$ cat src/rtl/vram_arbiter.sv
// vram_arbiter: shares one single-port sync video RAM between the
// video fetcher (fixed priority) and the Z8 CPU request/ack port.
//
// Parameters: ADDR_W (word address width), DATA_W (data width).
// Ports:
//   clk, reset               clock, synchronous active-high reset
//   vidReq/vidAddr           one-cycle video fetch request
//   vidData/vidValid         fetched byte, one-cycle valid pulse
//   cpuReq/cpuWe/cpuAddr/    CPU request, held until cpuAck
//   cpuWdata
//   cpuRdata/cpuAck          read data, one-cycle completion pulse
//   ramEn/ramWe/ramAddr/     registered RAM port
//   ramWdata/ramRdata        (read data one cycle after RAM sample)
// Option: define VRAM_ARB_POSTED_WRITE_EN for a one-entry CPU
//   write buffer (write acked at once, drained on a free slot).
module vram_arbiter #(
  parameter int ADDR_W = 13,
  parameter int DATA_W = 8
) (
  input  logic              clk,
  input  logic              reset,
  input  logic              vidReq,
  input  logic [ADDR_W-1:0] vidAddr,
  output logic [DATA_W-1:0] vidData,
  output logic              vidValid,
  input  logic              cpuReq,
  input  logic              cpuWe,
  input  logic [ADDR_W-1:0] cpuAddr,
  input  logic [DATA_W-1:0] cpuWdata,
  output logic [DATA_W-1:0] cpuRdata,
  output logic              cpuAck,
  output logic              ramEn,
  output logic              ramWe,
  output logic [ADDR_W-1:0] ramAddr,
  output logic [DATA_W-1:0] ramWdata,
  input  logic [DATA_W-1:0] ramRdata
);

  typedef enum logic [1:0] {
    TAG_NONE, TAG_VID, TAG_RD, TAG_WR
  } tag_e;

  typedef enum logic [1:0] {
    S_IDLE, S_WAIT, S_BUSY, S_ACK
  } state_e;

  state_e state, nextState;
  tag_e   tag0, tag1, issueTag;

  logic              issueEn;
  logic              issueWe;
  logic [ADDR_W-1:0] issueAddr;
  logic [DATA_W-1:0] issueWdata;
  logic              cpuWants;
  logic              canIssue;
  logic              wbValid;

`ifdef VRAM_ARB_POSTED_WRITE_EN
  logic              canPost;
  logic              postLoad;
  logic [ADDR_W-1:0] wbAddr;
  logic [DATA_W-1:0] wbData;

  assign canPost = cpuWe & ~wbValid;
`else
  assign wbValid = 1'b0;
`endif

  // A CPU access needs the slot free of video and of a pending drain.
  assign canIssue = ~vidReq & ~wbValid;
  assign cpuWants = cpuReq | (state == S_WAIT);
  assign cpuAck   = (state == S_ACK);

  always_comb begin
    nextState  = state;
    issueEn    = 1'b0;
    issueWe    = 1'b0;
    issueTag   = TAG_NONE;
    issueAddr  = ramAddr;
    issueWdata = ramWdata;
`ifdef VRAM_ARB_POSTED_WRITE_EN
    postLoad   = 1'b0;
`endif
    if (vidReq) begin
      issueEn   = 1'b1;
      issueTag  = TAG_VID;
      issueAddr = vidAddr;
    end
`ifdef VRAM_ARB_POSTED_WRITE_EN
    else if (wbValid) begin
      issueEn    = 1'b1;
      issueWe    = 1'b1;
      issueTag   = TAG_WR;
      issueAddr  = wbAddr;
      issueWdata = wbData;
    end
`endif
    unique case (state)
      S_IDLE, S_WAIT: begin
        if (cpuWants) begin
`ifdef VRAM_ARB_POSTED_WRITE_EN
          if (canPost) begin
            postLoad  = 1'b1;
            nextState = S_ACK;
          end else
`endif
          if (canIssue) begin
            issueEn    = 1'b1;
            issueWe    = cpuWe;
            issueTag   = cpuWe ? TAG_WR : TAG_RD;
            issueAddr  = cpuAddr;
            issueWdata = cpuWdata;
            nextState  = S_BUSY;
          end else begin
            nextState = S_WAIT;
          end
        end
      end
      // Only one CPU access is ever in flight, so the tag alone
      // tells when it completes.
      S_BUSY: begin
        if (tag1 == TAG_RD || tag0 == TAG_WR)
          nextState = S_ACK;
      end
      S_ACK:   nextState = S_IDLE;
      default: nextState = S_IDLE;
    endcase
  end

  always_ff @(posedge clk) begin
    if (reset) state <= S_IDLE;
    else       state <= nextState;
  end

  always_ff @(posedge clk) begin
    if (reset) begin
      tag0     <= TAG_NONE;
      tag1     <= TAG_NONE;
      ramEn    <= 1'b0;
      ramWe    <= 1'b0;
      ramAddr  <= '0;
      ramWdata <= '0;
      vidValid <= 1'b0;
      vidData  <= '0;
      cpuRdata <= '0;
    end else begin
      tag0     <= issueTag;
      tag1     <= tag0;
      ramEn    <= issueEn;
      ramWe    <= issueWe;
      ramAddr  <= issueAddr;
      ramWdata <= issueWdata;
      vidValid <= (tag1 == TAG_VID);
      if (tag1 == TAG_VID) vidData  <= ramRdata;
      if (tag1 == TAG_RD)  cpuRdata <= ramRdata;
    end
  end

`ifdef VRAM_ARB_POSTED_WRITE_EN
  always_ff @(posedge clk) begin
    if (reset) begin
      wbValid <= 1'b0;
      wbAddr  <= '0;
      wbData  <= '0;
    end else if (postLoad) begin
      wbValid <= 1'b1;
      wbAddr  <= cpuAddr;
      wbData  <= cpuWdata;
    end else if (wbValid && !vidReq) begin
      wbValid <= 1'b0;
    end
  end
`endif

endmodule

$ cat config.mk
export PLATFORM = sky130hd
export DESIGN_NAME = vram_arbiter
export DESIGN_NICKNAME = d
export VERILOG_FILES = /design/src/rtl/vram_arbiter.sv
export SDC_FILE = /design/constraint.sdc
export NUM_CORES = 1
export LEC_CHECK = 0
export BUFFER_PORTS_ARGS = -buffer_cell sky130_fd_sc_hd__buf_2
export CORE_MARGIN = 2
export CORE_UTILIZATION = 45
export DETAILED_ROUTE_END_ITERATION = 8
export GPL_TIMING_DRIVEN = 0
export PLACE_DENSITY = 0.78
export SLEW_MARGIN = 20
export SYNTH_ARGS = -nofsm -noshare
export SYNTH_HDL_FRONTEND = slang
export SYNTH_SLANG_ARGS = --single-unit
$ cat constraint.sdc
create_clock -name clk -period 1.2 [get_ports clk]
set_input_delay 0.24 -clock clk [delete_from_list [all_inputs] [get_ports clk]]
set_output_delay 0.24 -clock clk [all_outputs]
set_load 0.03 [all_outputs]
=== After elaboration in Yosys (flattened, before gate mapping) ===
Index checks and enable logic that the tools add are counted.

* Equality and inequality tests: 8
* Muxes and demuxes: 17
* Reduce and logical (&&, ||, !) cells: 6
* Bitwise logic cells: 4

{| class="wikitable"
|+ Operators with widths
! cell !! number
|-
| 2-to-1 mux 13 bit || 4
|-
| 2-to-1 mux 2 bit || 6
|-
| equality test 2 bit (second input constant) || 4
|-
| 2-to-1 mux 1 bit || 6
|-
| one-hot mux 2 bit (3 select lines) || 1
|-
| equality test 2 x 1 -> 1 bit (second input constant) || 2
|-
| inequality test 2 bit (second input constant) || 2
|-
| OR reduction 4 bit || 1
|-
| inverter 1 bit || 3
|-
| AND reduction 3 bit || 1
|-
| zero test 2 bit || 1
|-
| AND reduction 2 bit || 1
|-
| OR reduction 2 bit || 1
|-
| logical OR 1 bit || 1
|-
| OR 1 bit || 1
|}

* Bits in registers: 46
* Output and inout port bits: 41

=== Depth between registers and ports, before layout ===
Gate-level depths: netlist of the first run.

* Depth in word-level cells: 4
* Depth in mapped cells: 4
* Mapped depth without buffers: 3

=== Least setup slack after synthesis of the first run ===
No wires, ideal clock.

* Path kind: reg-to-reg
* Start: reg state[0]
* End: reg ramAddr[10]
* Slack: 0.142 ns
* Stages on the path, launching flop included: 5
* Data arrival time: 0.911 ns
* Path buffers: 1
* Data required time: 1.053 ns
* Cells stage by stage: dfxtp_1 -> o21ba_4 -> buf_6 -> a21oi_1 -> a221oi_2

* Cells in the longest elaborated chain, start to end: 4
* Elaborated cells on any way between the ends: 6
* Classes of those cells: 1 x eq/ne; 2 x mux; 1 x bitwise; 2 x reduce/logical

{| class="wikitable"
|+ RTL lines
! element !! line !! RTL
|-
| from (decl) || 47 || <nowiki>state_e state, nextState;</nowiki>
|-
| from (signal assigned) || 132 || <nowiki>else state <= nextState;</nowiki>
|-
| equality test 2 x 1 -> 1 bit || 71, 98 ||
|-
| OR 1 bit || 71 || <nowiki>assign cpuWants = cpuReq | (state == S_WAIT);</nowiki>
|-
| 2-to-1 mux 13 bit || 100 || <nowiki>if (cpuWants) begin</nowiki>
|-
| 2-to-1 mux 13 bit * || 98 || <nowiki>unique case (state)</nowiki>
|-
| to (signal assigned) || 151 || <nowiki>ramAddr <= issueAddr;</nowiki>
|-
| to (decl) || 34 || <nowiki>output logic [ADDR_W-1:0] ramAddr,</nowiki>
|}

Every way passes the cells marked *; elsewhere a longest branch is shown, timed or not.
A chain may end at the register's enable or synchronous reset.

=== Worst setup path after layout of the first run ===
* Start: reg state[0]
* End: out cpuAck

* Cells in the longest elaborated chain, start to end: 1

{| class="wikitable"
|+ RTL lines
! element !! line !! RTL
|-
| equality test 2 bit || 72 || <nowiki>assign cpuAck = (state == S_ACK);</nowiki>
|-
| to (decl) || 31 || <nowiki>output logic cpuAck,</nowiki>
|}

Every way passes these cells.

==> results.sh, run 1 <==
export IMPL_drt_wirelength_per_cell_um=12.8
export IMPL_finalHoldViolCount=0
export IMPL_leakagePower_nw=1.13
export IMPL_syn2layout_area_growth_pct=34.8
export IMPL_drcViolationCount=0
export IMPL_grt_overflow_total=0
export IMPL_critPathMaxFanout=4
export IMPL_wirelength_um=4520
export IMPL_worstHoldPathType="input port to register"
export IMPL_clk_insertion_delay_late_ns=0.30
export IMPL_relSlewSlack=0.551
export IMPL_drv_slew=0
export IMPL_grt_use_met2=0.360
export IMPL_cp_depth=2
export IMPL_grt_pass1_wl_um=7250
export IMPL_start_kind="register"
export IMPL_yosysUniqueCellTypes=21
export IMPL_drtAntennaViolNets=0
export IMPL_numCtsBuffers=5
export IMPL_synth_nets=258
export IMPL_critPathLaunch="state[0]"
export IMPL_yosys_warnings=0
export IMPL_drtIter0Drc=49
export IMPL_grt_pass1_vias=1656
export IMPL_crit_chain="and2_1, buf_6"
export IMPL_crit_family="flip-flops"
export IMPL_crit_path_top_delay_cell="dfxtp_4"
export IMPL_clockBufferDepth=2
export IMPL_cts_sinks=46
export IMPL_vdd_drop_max_mv=0.743
export IMPL_crit_arrival_ns=0.94
export IMPL_cts_max_level=2
export IMPL_rsz0062_at_grt="true"
export IMPL_multi_input_area_um2=790
export IMPL_synth_avg_cell_area_um2=8.62
export IMPL_die_x_um=67.6
export IMPL_grt_usage=0.207
export IMPL_grt_max_degree=16
export IMPL_diodes=0
export IMPL_met1_usage=0.242
export IMPL_r2r_end="ramAddr[8]"
export IMPL_timing_hold_ws_ns=0.178
export IMPL_gp_congestion=0.831
export IMPL_grt_busiest_layer="met2"
export IMPL_finalPower_mw=3.22
export IMPL_dp_cells=346
export IMPL_swShare=0.298
export IMPL_antenna_found_initial=0
export IMPL_synthCells=211
export IMPL_fin_cells=353
export IMPL_viasPerCell=4.99
export IMPL_pwr_share_clk=0.290
export IMPL_row_count=23
export IMPL_placeableCoreArea_um2=3940
export IMPL_dr_pass1_iters=4
export IMPL_start_util=0.461
export IMPL_combPwrFrac=0.198
export IMPL_p_seq_frac=0.513
export IMPL_final_cell_mix="buf_2, nand2_1, dfxtp_1, a21oi_1, inv_1"
export IMPL_finalClockSkew_ns=0.00385
export IMPL_pin_count=88
export IMPL_nNetsFinal=349
export IMPL_min_period_ns=1.18
export IMPL_drive_gt1_frac=0.396
export IMPL_cts_tree="built"
export IMPL_internal_power_mw=2.26
export IMPL_portBuffers=85
export IMPL_cp_buffers_inverters=1
export IMPL_pwr_density_cell_nw_per_um2=1310
export IMPL_post_dp_hpwl_um=3300
export IMPL_dieHeight_um=67.6
export IMPL_cp_end_kind="primary output"
export IMPL_p_sw_mw=0.960
export IMPL_tightestPinTransition_ns=0.674
export IMPL_crit_end="cpuAck"
export IMPL_status="completed"
export IMPL_seqCellArea_um2=926
export IMPL_fp_dieArea_um2=4570
export IMPL_r2r_cells=4
export IMPL_cts_root_buffer="clkbuf_8"
export IMPL_timing_reg2reg_setup_slack_ns=0.04
export IMPL_cap_violations=0
export IMPL_period_share=0.985
export IMPL_netlist_area_um2=1820
export IMPL_path_clk_slew_ns=0.08
export IMPL_synth_seq_cells=46
export IMPL_r2r_start="state[0]"
export IMPL_cp_slowest_stage_delay_ns=0.38
export IMPL_fillers=358
export IMPL_grt_use_met3=0.0683
export IMPL_layout_commonest_cell="buf_2"
export IMPL_crit_type="register to primary output"
export IMPL_yosysSeqAreaShare=0.506
export IMPL_setup_violations=0
export IMPL_worstPathRequired_ns=0.96
export IMPL_max_freq_mhz=846
export IMPL_vias=1762
export IMPL_ctsHoldBuffers=0
layout make-up:
class / instances / share of cell area
sequential: 46 / 0.378
multi-input combinational: 134 / 0.322
timing repair buffer: 86 / 0.179
buffer: 16 / 0.0393
clock buffer: 5 / 0.0281
tap: 50 / 0.0255
inverter: 13 / 0.0199
clock inverter: 3 / 0.00867
routing by layer:
layer,part of all wire,routed length [µm],vias up
li1,-,-,887
met5,0,0,-
met1,0.42,1910,801
met4,0.011,49,0
met3,0.078,351,5
met2,0.49,2210,69
registers in the layout, indices dropped and copies added (netlist names), 2 cells and up:
register / flops
ramWdata: 8
tag1: 2
state: 2
vidData: 8
ramAddr: 13
cpuRdata: 8
tag0: 2
synthesized netlist by cell type:
| cell type | n | area, µm² |
|---|---|---|
| a21o_1 | 1 | 7.51 |
| a21oi_1 | 39 | 195 |
| a221oi_1 | 4 | 35.0 |
| a221oi_2 | 9 | 135 |
| and2_1 | 2 | 12.5 |
| buf_1 | 1 | 3.75 |
| buf_2 | 5 | 25.0 |
| buf_4 | 1 | 7.51 |
| buf_6 | 1 | 11.3 |
| clkbuf_1 | 10 | 37.5 |
| dfxtp_1 | 46 | 921 |
| inv_1 | 13 | 48.8 |
| nand2_1 | 47 | 176 |
| nand2b_1 | 3 | 18.8 |
| nand3b_1 | 8 | 60.1 |
| nor2_1 | 4 | 15.0 |
| nor2b_1 | 5 | 31.3 |
| nor3_1 | 1 | 5.00 |
| o21ai_0 | 9 | 45.0 |
| o21ba_4 | 1 | 16.3 |
| o21bai_2 | 1 | 11.3 |
logic make-up (layout without fill, tap and decap cells):
family                 after synthesis  count (layout)  share of synthesized area
AO/OA/AOI/OAI                       64              64                      0.245
buffers and inverters               31             123                     0.0736
flip-flops                          46              46                      0.506
AND/OR/NAND/NOR                     70              70                      0.175
worst min-delay path by stage:
stage / from / endpoint / slack, ns / cells after the start
2_1_floorplan: cpuWe / ramWe / 0.36 / 1
3_3_place_gp: vidData[5] / vidData[5] / 0.44 / 2
3_5_place_dp: cpuRdata[1] / cpuRdata[1] / 0.45 / 2
4_1_cts: cpuWe / ramWe / 0.16 / 2
5_1_grt: ramRdata[0] / vidData[0] / 0.17 / 3
6_report: cpuWe / ramWe / 0.18 / 2
worst register-to-register path, delay by kind of cell (launching register included):
kind                   cells  cell delay, ns
AO/OA/AOI/OAI              3            0.51
buffers and inverters      1            0.14
flip-flops                 1            0.37
power by group through the flow:
| stage | Sequential, mW | Combinational [mW] | Clock, mW |
|---|---|---|---|
| 5_1_grt | 1.66 | 0.691 | 1.02 |
| 4_1_cts | 1.65 | 0.607 | 0.968 |
| 6_report | 1.65 | 0.636 | 0.933 |
| 3_3_place_gp | 1.68 | 0.596 | 0 |
| 3_5_place_dp | 1.68 | 0.605 | 0 |
| 2_1_floorplan | 1.82 | 0.254 | 0 |
what timing repair did:
action / in CTS / in global routing
endpoints found under the setup margin: 1 / 38
setup buffers: 0 / 1
gates resized for setup: 3 / 16
pin swaps: 0 / 5
stage by stage:
| stage | cell area [µm²] | setup WS [ns] | utilization | TNS (ns) |
|---|---|---|---|---|
| floorplan | 1820 | 0.142 | - | 0 |
| CTS | 2400 | 0.00883 | 0.609 | 0 |
| finish | 2450 | 0.0185 | 0.622 | 0 |
| global route | 2450 | -0.0193 | 0.622 | -0.0815 |
| detailed placement | 2310 | -0.0409 | 0.585 | -0.114 |
| global placement | 2310 | -0.00535 | 0.585 | -0.0165 |
Note: power is estimated with default switching activity, not from simulation.
==> run 2, diff against run 1 <==
--- a/config.mk
+++ b/config.mk
@@ -5,12 +5,13 @@
 export SDC_FILE = /design/constraint.sdc
 export NUM_CORES = 1
 export LEC_CHECK = 0
+export ABC_AREA = 1
 export BUFFER_PORTS_ARGS = -buffer_cell sky130_fd_sc_hd__buf_2
 export CORE_MARGIN = 2
-export CORE_UTILIZATION = 45
+export CORE_UTILIZATION = 46
 export DETAILED_ROUTE_END_ITERATION = 8
 export GPL_TIMING_DRIVEN = 0
-export PLACE_DENSITY = 0.78
+export PLACE_DENSITY = 0.79
 export SLEW_MARGIN = 20
 export SYNTH_ARGS = -nofsm -noshare
 export SYNTH_HDL_FRONTEND = slang
==> run 2 against run 1 <==
Effect of this change: die area is 3.5% higher; wire length is 5.4% lower; non-clock buffer count is 5 lower; maximum frequency is 2.5% higher; critical path depth is 1 higher; global-route usage is 1.9 points lower; via count is 4.6% higher; sequential power is 3% higher; register-to-register slack better by 0.06 ns; clock skew is 0.0027 ns higher; worst hold slack worse by 0.017 ns; combinational power is 22% higher; critical endpoint unchanged; largest cell class unchanged; largest power group unchanged.
==> results.sh, run 2 <==
export IMPL_synthCells=261
export IMPL_timing_setup_tns_ns=0
export IMPL_clk_insertion_delay_late_ns=0.30
export IMPL_drive_gt1_frac=0.354
export IMPL_ys_top_cells_by_count="nor2_1, dfxtp_1, nand2_1, inv_1, o21ai_0"
export IMPL_cts_sinks=46
export IMPL_synth_avg_cell_area_um2=7.39
export IMPL_syn2layout_area_growth_pct=31.7
export IMPL_fin_area_um2=2540
export IMPL_largest_register_ffs=13
export IMPL_fin_util=0.631
export IMPL_row_count=23
export IMPL_start_util=0.479
export IMPL_portBuffers=87
export IMPL_netlist_area_um2=1930
export IMPL_layout_commonest_cell="nor2_1"
export IMPL_crit_arrival_ns=0.91
export IMPL_fillers=410
export IMPL_clockBufferDepth=2
export IMPL_crit_chain="nand2_2, inv_2, buf_6"
export IMPL_drcViolationCount=0
export IMPL_numCtsBuffers=5
export IMPL_yosysUniqueCellTypes=24
export IMPL_place_ws_ns=0.0376
export IMPL_final_cell_mix="nor2_1, buf_2, dfxtp_1, nand2_1, inv_1"
export IMPL_path_clk_slew_ns=0.08
export IMPL_relSlewSlack=0.716
export IMPL_antenna_found_initial=0
export IMPL_top_register="ramAddr"
export IMPL_netlist_area_leader_share=0.477
export IMPL_multi_input_area_um2=857
export IMPL_drtIter0Drc=64
export IMPL_nNetsFinal=402
export IMPL_dieHeight_um=68.8
export IMPL_cp_end_kind="primary output"
export IMPL_yosysSeqAreaShare=0.477
export IMPL_r2r_cells=4
export IMPL_worstHoldStart="cpuAddr[9]"
export IMPL_grt_overflow_total=0
export IMPL_gp_congestion=0.725
export IMPL_grt_pass1_vias=1636
export IMPL_synth_edff_count=0
export IMPL_diodes=0
export IMPL_start_kind="register"
export IMPL_placed_cell_area_um2=2430
export IMPL_rsz0062_at_grt="true"
export IMPL_cts_tree="built"
export IMPL_setup_violations=0
export IMPL_seqCellArea_um2=928
export IMPL_tightestPinTransition_ns=0.426
export IMPL_grt_usage=0.188
export IMPL_whs_path_depth=3
export IMPL_worstPathRequired_ns=0.96
export IMPL_dr_pass1_iters=4
export IMPL_cts_root_buffer="clkbuf_8"
export IMPL_finalHoldViolCount=0
export IMPL_crit_type="register to primary output"
export IMPL_max_freq_mhz=868
export IMPL_ctsHoldBuffers=0
export IMPL_drtAntennaViolNets=0
export IMPL_critPathLaunch="state[1]"
export IMPL_setup_ws_ns=0.0476
export IMPL_drv_slew=0
export IMPL_timing_reg2reg_setup_slack_ns=0.10
export IMPL_placeableCoreArea_um2=4030
export IMPL_crit_path_top_delay_cell="dfxtp_4"
export IMPL_post_dp_hpwl_um=3200
export IMPL_min_period_ns=1.15
export IMPL_finalClockSkew_ns=0.00653
export IMPL_wirelength_um=4280
export IMPL_cts_max_level=2
export IMPL_period_share=0.960
export IMPL_cap_violations=0
export IMPL_ys_async_sr_fraction=0
export IMPL_worstHoldPathType="input port to register"
export IMPL_grt_pass1_wl_um=6650
export IMPL_yosys_warnings=0
export IMPL_r2r_end="ramWe"
export IMPL_pin_count=88
export IMPL_synth_top_cell_by_area="dfxtp_1"
export IMPL_synth_nets=308
export IMPL_post_synth_top_count_cell="nor2_1"
export IMPL_synth_flop_cell="dfxtp_1"
export IMPL_fp_dieArea_um2=4730
export IMPL_drt_wirelength_per_cell_um=10.5
export IMPL_critPathMaxFanout=6
export IMPL_synth_area_leaders="dfxtp_1, nor2_1, nand3_2"
export IMPL_grt_max_degree=14
export IMPL_viasPerCell=4.54
export IMPL_die_x_um=68.8
export IMPL_vias=1843
export IMPL_vdd_drop_max_mv=0.670
export IMPL_min_to="ramAddr[9]"
export IMPL_leakagePower_nw=1.34
export IMPL_pwr_density_cell_nw_per_um2=1350
export IMPL_cp_slowest_stage_delay_ns=0.39
export IMPL_r2r_start="state[1]"
export IMPL_synth_seq_cells=46
export IMPL_status="completed"
[run 2: cell count changes after synthesis, moves of 3 or more]
cell      before  now
a21oi_1       39    2
nand3_2        0   10
nand2b_1       3    0
buf_2          5    2
nor2b_1        5    0
nand2_1       47   25
a221oi_2       9    0
a221oi_1       4    0
nor2_1         4  107
nand3_1        0    3
o21ai_0        9   16
clkbuf_1      10    3
inv_1         13   20
[run 2: repair_timing]
item	4_1_cts	5_1_grt
endpoints found under the setup margin	1	11
setup buffers	0	0
gates resized for setup	5	5
pin swaps	0	0
[run 2: layout make-up]
cell class,instances,area share
buffer,10,0.0276
clock buffer,7,0.0340
clock inverter,1,0.00197
inverter,23,0.0355
multi-input combinational,182,0.337
sequential,46,0.365
tap,50,0.0246
timing repair buffer,87,0.174
[run 2: report_power, final]
group	switching [mW]	internal (mW)	leakage [nW]
clock network	0.495	0.465	0.0482
logic	0.497	0.276	0.914
registers	0.0561	1.64	0.380
total	1.05	2.38	1.34
[run 2: per-stage QoR]
step                total power [mW]  std cells  hold WS [ns]
floorplan                       2.26        261         0.375
global placement                2.49        398         0.410
detailed placement              2.50        398         0.418
CTS                             3.46        406         0.155
global route                    3.62        406         0.174
finish                          3.43        406         0.161
[run 2: how the worst max path moves through the flow]
stage / endpoint / slack [ns] / cells after the start
5_1_grt: vidData[5] / 0.0001 / 5
2_1_floorplan: ramEn / 0.23 / 6
3_5_place_dp: cpuRdata[7] / 0.04 / 5
4_1_cts: cpuAck / 0.006 / 3
3_3_place_gp: cpuRdata[4] / 0.08 / 5
6_report: cpuAck / 0.05 / 3
[run 2: cell families (layout without fill, tap and decap cells)]
logic type | Yosys count | count (layout) | share of synthesized area
AOI/OAI and AO/OA | 21 | 21 | 0.0629
buffers and inverters | 33 | 128 | 0.0811
DFF | 46 | 46 | 0.477
and+or+nand+nor | 161 | 161 | 0.379
[run 2: per-layer routing]
layer,global-route usage,wire length (µm),up-vias
li1,-,-,990
met1,0.220,1910,780
met2,0.319,1890,68
met3,0.0552,418,5
met4,0.0809,59,0
met5,0,0,-
[run 2: critical path: cells and delay by family, from the launching register on]
family	cells	cell delay, ns
buffers and inverters	2	0.17
DFF	1	0.39
and+or+nand+nor	1	0.07
==> run 3, diff against run 2 <==
--- a/config.mk
+++ b/config.mk
@@ -6,12 +6,12 @@
 export NUM_CORES = 1
 export LEC_CHECK = 0
 export ABC_AREA = 1
-export BUFFER_PORTS_ARGS = -buffer_cell sky130_fd_sc_hd__buf_2
 export CORE_MARGIN = 2
-export CORE_UTILIZATION = 46
+export CORE_UTILIZATION = 50
 export DETAILED_ROUTE_END_ITERATION = 8
+export DONT_BUFFER_PORTS = 1
+export GPL_ROUTABILITY_DRIVEN = 0
 export GPL_TIMING_DRIVEN = 0
-export PLACE_DENSITY = 0.79
 export SLEW_MARGIN = 20
 export SYNTH_ARGS = -nofsm -noshare
 export SYNTH_HDL_FRONTEND = slang
==> run 3 against run 2 <==
Effect of this change: power is 5.9% lower; clock power is 4.0% lower; critical path type unchanged; first-iteration DRC count is 16% lower; worst setup slack better by 0.0099 ns; sequential cell count stayed put.
==> results.sh, run 3 (same netlist as run 2, synthesis figures left out) <==
export IMPL_critPathLaunch="state[1]"
export IMPL_leakagePower_nw=0.952
export IMPL_critPathMaxFanout=6
export IMPL_ctsHoldBuffers=0
export IMPL_grt_max_degree=16
export IMPL_path_clk_slew_ns=0.08
export IMPL_wirelength_um=3880
export IMPL_pwr_density_cell_nw_per_um2=1540
export IMPL_dieHeight_um=66.1
export IMPL_fin_area_um2=2100
export IMPL_grt_usage=0.186
export IMPL_worstHoldPathType="input port to register"
export IMPL_portBuffers=0
export IMPL_topRoutingLayerUsed="met4"
export IMPL_min_period_ns=1.14
export IMPL_largest_register_ffs=13
export IMPL_r2r_start="state[0]"
export IMPL_grt_pass1_vias=1421
export IMPL_max_freq_mhz=875
export IMPL_timing_setup_tns_ns=0
export IMPL_setup_violations=0
export IMPL_timing_reg2reg_setup_slack_ns=0.11
export IMPL_cts_tree="built"
export IMPL_final_cell_mix="nor2_1, dfxtp_1, nand2_1, inv_1, o21ai_0"
export IMPL_fin_util=0.569
export IMPL_period_share=0.952
export IMPL_layout_commonest_cell="nor2_1"
export IMPL_vdd_drop_max_mv=0.755
export IMPL_post_dp_hpwl_um=2930
export IMPL_relSlewSlack=0.684
export IMPL_drv_slew=0
export IMPL_crit_arrival_ns=0.90
export IMPL_vias=1559
export IMPL_worstPathRequired_ns=0.96
export IMPL_drive_gt1_frac=0.144
export IMPL_viasPerCell=4.90
export IMPL_finalHoldViolCount=0
export IMPL_fillers=387
export IMPL_cts_root_buffer="clkbuf_8"
export IMPL_status="completed"
export IMPL_start_kind="register"
export IMPL_fp_dieArea_um2=4370
export IMPL_syn2layout_area_growth_pct=8.75
export IMPL_grt_pass1_wl_um=6290
export IMPL_r2r_cells=5
export IMPL_drcViolationCount=0
export IMPL_setup_ws_ns=0.0575
export IMPL_drtIter0Drc=54
export IMPL_worstHoldStart="cpuAddr[3]"
export IMPL_cp_end_kind="primary output"
export IMPL_diodes=0
export IMPL_placed_cell_area_um2=1990
export IMPL_row_count=22
export IMPL_dr_pass1_iters=4
export IMPL_drtAntennaViolNets=0
export IMPL_tightestPinTransition_ns=0.473
export IMPL_crit_type="register to primary output"
export IMPL_crit_path_top_delay_cell="dfxtp_4"
export IMPL_top_register="ramAddr"
export IMPL_finalClockSkew_ns=0.00332
export IMPL_cts_max_level=2
export IMPL_wl_met3_um=420
export IMPL_m1WireLength_um=1550
export IMPL_grt_overflow_total=0
export IMPL_numCtsBuffers=5
export IMPL_cts_sinks=46
export IMPL_die_x_um=66.1
export IMPL_whs_path_depth=2
export IMPL_clk_insertion_delay_late_ns=0.29
export IMPL_place_ws_ns=0.0724
export IMPL_met2WireLength_um=1870
export IMPL_min_to="ramAddr[3]"
export IMPL_nNetsFinal=316
export IMPL_start_util=0.523
export IMPL_crit_chain="nand2_1, inv_2"
export IMPL_placeableCoreArea_um2=3690
export IMPL_cap_violations=0
export IMPL_rsz0062_at_grt="false"
export IMPL_antenna_found_initial=0
export IMPL_r2r_end="ramEn"
export IMPL_drt_wirelength_per_cell_um=12.2
export IMPL_clockBufferDepth=2
export IMPL_pin_count=88
export IMPL_cp_slowest_stage_delay_ns=0.38
[run 3: what timing repair did]
item                                    CTS  global route
resized for setup                         3             3
buffers inserted                          0             1
endpoints found under the setup margin    1             9
[run 3: metrics by stage]
| stage | instances | total power [mW] | hold slack [ns] |
|---|---|---|---|
| floorplan | 261 | 2.26 | 0.375 |
| global placement | 309 | 2.34 | 0.377 |
| detailed placement | 309 | 2.34 | 0.385 |
| CTS | 317 | 3.27 | 0.0752 |
| global route | 318 | 3.42 | 0.0766 |
| finish | 318 | 3.23 | 0.0801 |
[run 3: routing by layer]
metal,GRT usage,vias up
li1,-,821
met1,0.218,671
met2,0.306,61
met3,0.0733,6
met4,0.0689,0
met5,0,-
[run 3: worst max-delay path: cells and delay by family, from the launching register on]
family / cells / cell delay, ns
buffers and inverters: 1 / 0.14
AND/OR/NAND/NOR: 1 / 0.09
flip-flops: 1 / 0.38
[run 3: power breakdown]
| group | internal (mW) | leakage (nW) | switching, mW |
|---|---|---|---|
| logic | 0.160 | 0.527 | 0.235 |
| registers | 1.64 | 0.380 | 0.269 |
| clock network | 0.409 | 0.0441 | 0.513 |
| total | 2.21 | 0.952 | 1.02 |
[run 3: worst max path at each step]
stage	end	slack, ns
floorplan	ramEn	0.23
finish	cpuAck	0.06
CTS	cpuAck	0.02
detailed placement	ramEn	0.07
global route	cpuRdata[6]	0.0007
global placement	vidData[4]	0.08
[run 3: final cells by class]
class                           instances  area, µm²  area share
Sequential cell                        46        928       0.442
Multi-Input combinational cell        182        852       0.406
Clock inverter                          3       21.3      0.0101
Tap cell                               48       60.1      0.0286
Timing Repair Buffer                    1       7.51     0.00358
Inverter                               23       90.1      0.0429
Clock buffer                            5       68.8      0.0328
Buffer                                 10       70.1      0.0334
